[src/rtl/riscv_definitions.sv]
// rtl/riscv_definitions.sv - shared RISC-V enums and bus unions for the memory port
package riscv_definitions;

  typedef enum logic [1:0] {
    IDLE    = 2'd0,
    IF_WAIT = 2'd1,
    DM_WAIT = 2'd2
  } memCtrlState_e;

  typedef enum logic {
    OWN_IF = 1'b0,
    OWN_DM = 1'b1
  } memOwner_e;

  typedef enum logic [2:0] {
    LB  = 3'b000,
    LH  = 3'b001,
    LW  = 3'b010,
    LBU = 3'b100,
    LHU = 3'b101
  } funct3ITypeLOAD_e;

  typedef enum logic [2:0] {
    SB = 3'b000,
    SH = 3'b001,
    SW = 3'b010
  } funct3SType_e;

  typedef union packed {
    logic [31:0]      word;
    logic [1:0][15:0] halves;
    logic [3:0][7:0]  bytes;
  } dataBus_u;

  typedef struct packed {
    logic [6:0] funct7;
    logic [4:0] rs2;
    logic [4:0] rs1;
    logic [2:0] funct3;
    logic [4:0] rd;
    logic [6:0] opcode;
  } rType_t;

  typedef union packed {
    logic [31:0] raw;
    rType_t      r;
  } instruction_u;

endpackage

[src/rtl/mem_port_arbiter_lsu_lane_align.sv]
// rtl/mem_port_arbiter_lsu_lane_align.sv - lane steering, load extension and access legality
module lsu_lane_align
  import riscv_definitions::*;
(
  input  logic       i_req_we,
  input  logic [2:0] i_req_funct3,
  input  logic [1:0] i_req_off,
  input  dataBus_u   i_req_wdata,
  output logic [3:0] o_be,
  output dataBus_u   o_wdata,
  output logic       o_err,
  input  logic       i_rsp_we,
  input  logic [2:0] i_rsp_funct3,
  input  logic [1:0] i_rsp_off,
  input  dataBus_u   i_rsp_rdata,
  output dataBus_u   o_rsp_data
);

  logic [31:0] w_shifted;

  assign w_shifted = i_rsp_rdata.word >> {i_rsp_off, 3'b000};

  always_comb begin
    o_be    = 4'hF;
    o_wdata = '0;
    o_err   = 1'b0;
    if (i_req_we) begin
      case (funct3SType_e'(i_req_funct3))
        SB: begin
          o_be         = 4'b0001 << i_req_off;
          o_wdata.word = {4{i_req_wdata.bytes[0]}};
        end
        SH: begin
          o_be         = 4'b0011 << i_req_off;
          o_wdata.word = {2{i_req_wdata.halves[0]}};
          o_err        = i_req_off[0];
        end
        SW: begin
          o_wdata = i_req_wdata;
          o_err   = |i_req_off;
        end
        default: o_err = 1'b1;
      endcase
    end else begin
      case (funct3ITypeLOAD_e'(i_req_funct3))
        LB, LBU: o_err = 1'b0;
        LH, LHU: o_err = i_req_off[0];
        LW:      o_err = |i_req_off;
        default: o_err = 1'b1;
      endcase
    end
  end

  // Stores acknowledge with zero data; loads pick their lane then extend.
  always_comb begin
    o_rsp_data = '0;
    if (!i_rsp_we) begin
      case (funct3ITypeLOAD_e'(i_rsp_funct3))
        LB:      o_rsp_data.word = {{24{w_shifted[7]}}, w_shifted[7:0]};
        LBU:     o_rsp_data.word = {24'h0, w_shifted[7:0]};
        LH:      o_rsp_data.word = {{16{w_shifted[15]}}, w_shifted[15:0]};
        LHU:     o_rsp_data.word = {16'h0, w_shifted[15:0]};
        default: o_rsp_data.word = w_shifted;
      endcase
    end
  end

endmodule

[src/rtl/mem_port_arbiter.sv]
// rtl/mem_port_arbiter.sv - shares one memory port between fetch and load/store
// Data has priority; a starvation counter lets a waiting fetch win periodically.
module mem_port_arbiter
  import riscv_definitions::*;
#(
  parameter int unsigned STARVE_LIMIT = 4
) (
  input  logic         clk,
  input  logic         rst_n,
  input  logic         if_req_i,
  input  logic [31:0]  if_addr_i,
  output logic         if_gnt_o,
  output logic         if_rvalid_o,
  output instruction_u if_rdata_o,
  input  logic         dm_req_i,
  input  logic         dm_we_i,
  input  logic [2:0]   dm_funct3_i,
  input  logic [31:0]  dm_addr_i,
  input  dataBus_u     dm_wdata_i,
  output logic         dm_gnt_o,
  output logic         dm_err_o,
  output logic         dm_rvalid_o,
  output dataBus_u     dm_rdata_o,
  output logic         mem_req_o,
  output logic         mem_we_o,
  output logic [3:0]   mem_be_o,
  output logic [31:0]  mem_addr_o,
  output logic [31:0]  mem_wdata_o,
  input  logic         mem_gnt_i,
  input  logic         mem_rvalid_i,
  input  logic [31:0]  mem_rdata_i
);

  localparam logic [3:0] LP_LIMIT = 4'(STARVE_LIMIT);

  memCtrlState_e r_state;
  memOwner_e     r_owner;
  logic [3:0]    r_cnt;
  logic [2:0]    r_funct3;
  logic [1:0]    r_off;
  logic          r_we;

  logic       w_idle;
  logic       w_wait;
  logic       w_pick_dm;
  logic       w_dm_err;
  logic       w_err_cycle;
  logic       w_accept;
  logic [3:0] w_be;
  dataBus_u   w_wdata;
  dataBus_u   w_rsp_data;
  dataBus_u   w_rdata_bus;
  logic       w_unused;

  assign w_unused    = ^if_addr_i[1:0];
  assign w_idle      = rst_n && (r_state == IDLE);
  assign w_wait      = rst_n && (r_state != IDLE);
  assign w_pick_dm   = dm_req_i && !((r_cnt == LP_LIMIT) && if_req_i);
  assign w_rdata_bus = dataBus_u'(mem_rdata_i);

  lsu_lane_align u_align (
    .i_req_we     (dm_we_i),
    .i_req_funct3 (dm_funct3_i),
    .i_req_off    (dm_addr_i[1:0]),
    .i_req_wdata  (dm_wdata_i),
    .o_be         (w_be),
    .o_wdata      (w_wdata),
    .o_err        (w_dm_err),
    .i_rsp_we     (r_we),
    .i_rsp_funct3 (r_funct3),
    .i_rsp_off    (r_off),
    .i_rsp_rdata  (w_rdata_bus),
    .o_rsp_data   (w_rsp_data)
  );

  // A rejected data access never reaches memory but still consumes the grant slot.
  assign w_err_cycle = w_idle && w_pick_dm && w_dm_err;
  assign mem_req_o   = w_idle && (w_pick_dm ? !w_dm_err : if_req_i);
  assign w_accept    = mem_req_o && mem_gnt_i;

  assign dm_gnt_o    = w_err_cycle || (w_accept && w_pick_dm);
  assign dm_err_o    = w_err_cycle;
  assign if_gnt_o    = w_accept && !w_pick_dm;

  assign mem_we_o    = mem_req_o && w_pick_dm && dm_we_i;
  assign mem_be_o    = w_pick_dm ? w_be : 4'hF;
  assign mem_addr_o  = w_pick_dm ? {dm_addr_i[31:2], 2'b00} : {if_addr_i[31:2], 2'b00};
  assign mem_wdata_o = (w_pick_dm && dm_we_i) ? w_wdata.word : 32'h0;

  assign if_rvalid_o = w_wait && (r_owner == OWN_IF) && mem_rvalid_i;
  assign dm_rvalid_o = w_wait && (r_owner == OWN_DM) && mem_rvalid_i;
  assign if_rdata_o  = if_rvalid_o ? instruction_u'(mem_rdata_i) : '0;
  assign dm_rdata_o  = dm_rvalid_o ? w_rsp_data : '0;

  always_ff @(posedge clk or negedge rst_n) begin
    if (!rst_n) begin
      r_state  <= IDLE;
      r_owner  <= OWN_IF;
      r_cnt    <= 4'd0;
      r_funct3 <= 3'd0;
      r_off    <= 2'd0;
      r_we     <= 1'b0;
    end else begin
      case (r_state)
        IDLE: begin
          if (w_accept) begin
            r_state  <= w_pick_dm ? DM_WAIT : IF_WAIT;
            r_owner  <= w_pick_dm ? OWN_DM : OWN_IF;
            r_funct3 <= w_pick_dm ? dm_funct3_i : 3'b010;
            r_off    <= w_pick_dm ? dm_addr_i[1:0] : 2'b00;
            r_we     <= w_pick_dm && dm_we_i;
          end
        end
        IF_WAIT, DM_WAIT: begin
          if (mem_rvalid_i) begin
            r_state <= IDLE;
          end
        end
        default: r_state <= IDLE;
      endcase

      if (!if_req_i || if_gnt_o) begin
        r_cnt <= 4'd0;
      end else if (dm_gnt_o && (r_cnt != LP_LIMIT)) begin
        r_cnt <= r_cnt + 4'd1;
      end
    end
  end

endmodule

[config.mk]
export PLATFORM = sky130hd
export DESIGN_NAME = mem_port_arbiter
export DESIGN_NICKNAME = d
export VERILOG_FILES = /design/src/rtl/riscv_definitions.sv /design/src/rtl/mem_port_arbiter_lsu_lane_align.sv /design/src/rtl/mem_port_arbiter.sv
export SDC_FILE = /design/constraint.sdc
export NUM_CORES = 1
export LEC_CHECK = 0
export CORE_AREA = 2 2 108 110
export DETAILED_ROUTE_END_ITERATION = 16
export DIE_AREA = 0 0 110 112
export PLACE_DENSITY = 0.7
export SYNTH_ARGS = -nofsm -noshare
export SYNTH_HDL_FRONTEND = slang
export SYNTH_SLANG_ARGS = --single-unit
[constraint.sdc]
create_clock -name clk -period 2.3 [get_ports clk]
set_clock_uncertainty 0.05 [all_clocks]
set_input_delay 0.23 -clock clk [delete_from_list [all_inputs] [get_ports clk]]
set_output_delay 0.23 -clock clk [all_outputs]
set_load 0.05 [all_outputs]
======== Word level (Yosys, flattened, before mapping) ========
Cells that the tools add are included.
operators by class
  add/subtract/negate cells ............... 1
  equality and inequality tests ........... 13
  shifts and indexed selects .............. 3
  mux-type cells .......................... 24
  bitwise gates (word level) .............. 1
  reductions and logical operators ........ 35
operator list
  kind                                                                    count
  32-bit two-way mux                                                      6
  32-bit one-hot mux with 4 select lines                                  1
  32-bit one-hot mux with 3 select lines                                  1
  32-bit by 5-bit >> shifter with 32-bit output                           1
  1-bit logical AND                                                       18
  4-bit two-way mux                                                       4
  3-bit equality test (second input constant)                             4
  2-bit two-way mux                                                       4
  4-bit one-hot mux with 2 select lines                                   1
  2-bit OR reduction                                                      4
  3-bit by 1-bit equality test with 1-bit output (second input constant)  2
  3-bit zero test                                                         2
  1-bit one-hot mux with 3 select lines                                   2
  4-bit by 1-bit adder with 4-bit output (second input constant)          1
  4-bit by 3-bit equality test with 1-bit output (second input constant)  1
  1-bit zero test                                                         4
  2-bit != test (second input constant)                                   2
  4-bit by 3-bit != test with 1-bit output (second input constant)        1
  2-bit one-hot mux with 2 select lines                                   1
  2-bit AND reduction                                                     2
  2-bit nonzero test                                                      2
  1-bit by 2-bit left shift with 4-bit output (first input constant)      1
  2-bit by 2-bit left shift with 4-bit output (first input constant)      1
  3-bit by 2-bit equality test with 1-bit output (second input constant)  1
  7 further kinds                                                         10
word-level totals
  bits in registers ....................... 13
  bits of input ports ..................... 138

======== Depth between registers and ports, before layout ========
  depth after elaboration ................. 13
  depth in mapped cells ................... 8

======== By module ========
Synthesis repeated with hierarchy kept, for this count alone.
unflattened totals
  cell total of the unflattened synthesis .. 444
  area total of the unflattened synthesis .. 3,168.0 µm²
by module, submodules not included
  module            times used  cells an instance  area an instance (µm²)  seq. area each (µm²)
  mem_port_arbiter  1           218                1,824.2                 325.3
  lsu_lane_align    1           226                1,343.8                 0.0

======== Worst setup path before layout ========
Ideal clock, no wire load.
  path type ............................... register -> output
  start ................................... reg r_cnt[0]
  end ..................................... out dm_gnt_o
  data arrival time ....................... 2,601 ps
  required time ........................... 2,020 ps
  path slack .............................. -581 ps
  cell stages (with the launch flop) ...... 7
  path buffers ............................ 0
  cells stage by stage .................... dfrtp_1 inv_1 ha_1 nand3b_1 o21ai_1 nor3_1 nand2b_1
on the way
  elaborated cells between the ends (all ways) .. 11
  classes of those cells .................. 1 x eq/ne; 1 x mux; 9 x reduce/logical
RTL lines
  element                                         line                     RTL
  start: declaration                              mem_port_arbiter.sv:38   logic [3:0] r_cnt;
  start signal: assignment                        mem_port_arbiter.sv:125  r_cnt <= r_cnt + 4'd1;
  4-bit by 3-bit equality test with 1-bit output  mem_port_arbiter.sv:58   assign w_pick_dm = dm_req_i && !((r_cnt == LP_LIMIT) && if_req_i);
  1-bit logical AND                               mem_port_arbiter.sv:58
  1-bit zero test                                 mem_port_arbiter.sv:58
  1-bit logical AND                               mem_port_arbiter.sv:58
  1-bit logical AND (2 in series)                 mem_port_arbiter.sv:77   assign w_err_cycle = w_idle && w_pick_dm && w_dm_err;
  net dm_err_o                                    mem_port_arbiter.sv:21   output logic dm_err_o,
  1-bit logical OR                                mem_port_arbiter.sv:81   assign dm_gnt_o = w_err_cycle || (w_accept && w_pick_dm);
  end: declaration                                mem_port_arbiter.sv:20   output logic dm_gnt_o,
The timed path passes the listed nets, and every way through them passes these cells.

==> metrics.csv <==
stage;metric;value;unit
status;status;finished with violations;
routing;routed_via_density;5.02;
synth;synth_top_area_cell;nand2_1;
cts;clk_latency;0.25;ns
placement;dp.final_hpwl;12400;um
grt;grt_pass1_wl;22400;um
cts;clkSinkCount;13;
worst_setup_path;critPathKind;flip-flop to primary output;
sta;tns;-0.0512;ns
synth;synthAdderAreaFrac;1.37;%
cts;cts_inserted_buffers;3;
sta;relSlewSlack;62.9;%
power_and_ir_drop;swShare;47.3;%
worst_setup_path;worst_r2r_startpoint;r_state[1];
sta;setup_ws;-0.00906;ns
power_and_ir_drop;share_comb_of_total_power;79.3;%
synth;syn_area;2730;um2
power_and_ir_drop;powerDensity;435;nW/um2
cts;hold_buffers;0;
synth;synth-simple-area-share;44.0;%
floorplanning;core.rowCount;39;
synth;synth.area.top_cells;nand2_1 17%, dfrtp_1 12%, and2_1 10%;
grt;grt_overflow;0;
sta;tightest_slew;0.553;ns
grt;grt_util_met3;5.39;%
floorplanning;top_level_ports;277;
grt;antenna_found_initial;0;
run;cap_violations;0;
synth;synth_top_family_by_area;simple AND/OR/NAND/NOR gates;
sta;finalCriticalPeriod;2.31;ns
floorplanning;core;11200;um2
cts;htreeDepth;1;
status;violations;negative setup slack;
synth;syn_area_per_cell;6.19;um2
cts;clk_pin_slew;0.05;ns
hold_path;hp-class;primary input to async pin;
placement;gp_congestion;0.857;
cells_and_area;diodes;0;
floorplanning;dieArea;12300;um2
worst_setup_path;worstPathRequired;2.02;ns
sta;fin_crit_sh;100;%
cts;cts_tree;built;
sta;hold_viol_final;0;
synth;ys_types;46;
grt;met2_usage;45.1;%
power_and_ir_drop;pwr-share-seq;10.8;%
sta;rsz0062_at_grt;yes;
cells_and_area;final_core_util;69.3;%
synth;synth-xor-area-share;0;%
worst_setup_path;slowest_stage;dfrtp_1;
power_and_ir_drop;p_sw;1.59;mW
cells_and_area;area_growth;184;%
routing;post_drt_wl_per_cell;17.5;um
grt;grt_use_met1;23.1;%
worst_setup_path;crit_arrival;2.03;ns
routing;wl;15300;um
grt;grt_pass1_vias;4333;
floorplanning;die_h;112;um
floorplanning;die_x;110;um
routing;via_count;4387;
cts;cts-root-buf;clkbuf_16;
routing;drt_iter0_markers;205;
placement;io_buffers;272;
worst_setup_path;slowest_delay;0.35;ns
power_and_ir_drop;p_clk_share;9.9;%
grt;grt_usage;23.2;%
grt;busiest_layer;met2;
worst_setup_path;crit_path_start;r_state[1];
routing;firstDrtPassIters;4;
routing;drc_errors;0;
cells_and_area;layout.nets;873;
worst_setup_path;path_cells;inv_1 > ha_2 > nand4b_4 > or2_1 > or3_4 > buf_12 > o21ai_4 > buf_12;
routing;ant_nets;0;
power_and_ir_drop;ir_drop;0.301;mV
sta;drv_slew;0;
sta;setup_viol;7;
worst_setup_path;cp_top_family;simple AND/OR/NAND/NOR gates;
synth;synthCells;441;
synth;synth_compound_area_share;27.7;%
floorplanning;start_util;24.4;%
synth;synth_mux_area_share;7.70;%
synth;ys_seq_elements;13;
synth;synth.top_cell.area_share;17.0;%
synth;yosys_warnings;0;
worst_setup_path;cp-end-kind;primary output;
power_and_ir_drop;internal-power;1.78;mW
power_and_ir_drop;p_leak;3.26;nW
worst_setup_path;path_buf_inv;3;
worst_setup_path;crit_path_frequent_cell;buf_12;
worst_setup_path;crit_path_max_fanout;8;
synth;ys_seq_area_share;11.9;%
worst_setup_path;cp-start-kind;flip-flop;
placement;dp_slack;-0.0555;ns
sta;timing.fmax;0.433;GHz
grt;grt_max_degree;34;
cts;cts.path.max_buffers;2;
cells_and_area;drive_gt1_share;35.7;%
-- cells in the mapped netlist, drive strengths merged --
library cell,instances
nand2,124
and2,48
a21oi,31
nor2,31
clkbuf,22
o21ai,22
mux2i,21
nor2b,18
a2bb2oi,17
a211oi,14
a22o,14
dfrtp,13
buf,12
inv,10
nor3,5
o211ai,5
nand2b,4
ha,3
nand3,3
nand3b,3
a21o,2
nor3b,2
o2111ai,2
o22ai,2
or2,2
a21boi,1
and3,1
and3b,1
conb,1
nand4,1
nand4b,1
nor4,1
nor4b,1
o21a,1
or3,1
or4b,1
-- power groups by stage --
stage	clock network, mW	registers (mW)	logic, mW
CTS	0.341	0.360	2.57
global placement	0	0.365	2.47
finish	0.335	0.363	2.67
global route	0.351	0.371	2.82
detailed placement	0	0.371	2.51
floorplan	0	0.333	1.35
-- repair_timing --
action                     in CTS  in global routing
setup endpoints to repair      91                 77
buffers inserted                5                  8
gates resized for setup        14                 48
cloned                          0                  3
pin swaps                       9                  7
hold endpoints to repair        0                  0
-- kinds of logic after synthesis --
group	Yosys count
AO/OA/AOI/OAI	111
adder cells (fa/ha/maj)	3
buffers and inverters	44
flip-flops	13
multiplexers	21
other	1
AND/OR/NAND/NOR	248
-- routing by layer --
metal / share of wire [%] / vias to the layer above
met5: 0 / -
met4: 3.8 / 0
met3: 8.5 / 35
met2: 55 / 232
met1: 33 / 2020
li1: - / 2100
-- state kept, by name, indices dropped and copies added (netlist names) --
signal,flops
r_we,1
r_owner,1
r_cnt,4
r_funct3,3
r_off,2
r_state,2
-- worst register-to-register path, stage by stage (launching register included) --
cell	delay, ns
dfrtp_1	0.38
inv_1	0.06
ha_2	0.17
buf_4	0.14
and3_1	0.22
o21ai_1	0.16
nor3_2	0.35
a22o_1	0.20
-- cell type report --
cell class | count | area [um2]
inverters | 10 | 37.5
fillers | 844 | 3430
well taps | 143 | 179
repair buffers | 318 | 4480
clock buffers | 4 | 78.8
flip-flops and latches | 13 | 327
multi-input cells | 386 | 2640
-- through the flow --
stage	hold slack [ns]	std cells	cell area [um2]	total power, mW
after floorplan	-0.116	442	2920	1.68
after global placement	0.469	856	7230	2.83
after detailed placement	0.483	856	7230	2.88
after CTS	0.356	864	7420	3.27
after global routing	0.384	874	7750	3.54
final	0.358	874	7750	3.37
-- worst paths after layout --
| kind | slack [ns] | cells past startpoint | endpoint |
|---|---|---|---|
| max in group asynchronous | 1.64 | 2 | r_off[0] |
| max reg2reg | 0.50 | 7 | r_funct3[0] |
| min | 0.36 | 2 | r_state[1] |
| min reg2reg | 0.50 | 1 | r_funct3[2] |
| min in group clk | 0.47 | 2 | r_funct3[1] |
| max | -0.009 | 8 | dm_rdata_o[16] |
-- cells in the final DEF (no fill, tap or decap), drive strengths merged, types with 3 or more instances in the layout --
cell and count:
nand3b 3, a21oi 31, o211ai 5, nor3 5, mux2i 21, a2bb2oi 17, nand2 124, inv 10
a211oi 14, clkdlybuf4s50 133, ha 3, nor2 31, buf 182, clkbuf 5, a22o 14, nand3 3
a21o 3, o21ai 22, and2 48, nand2b 4, nor2b 18, dfrtp 13
No activity file was read; power rests on OpenSTA's default activity.
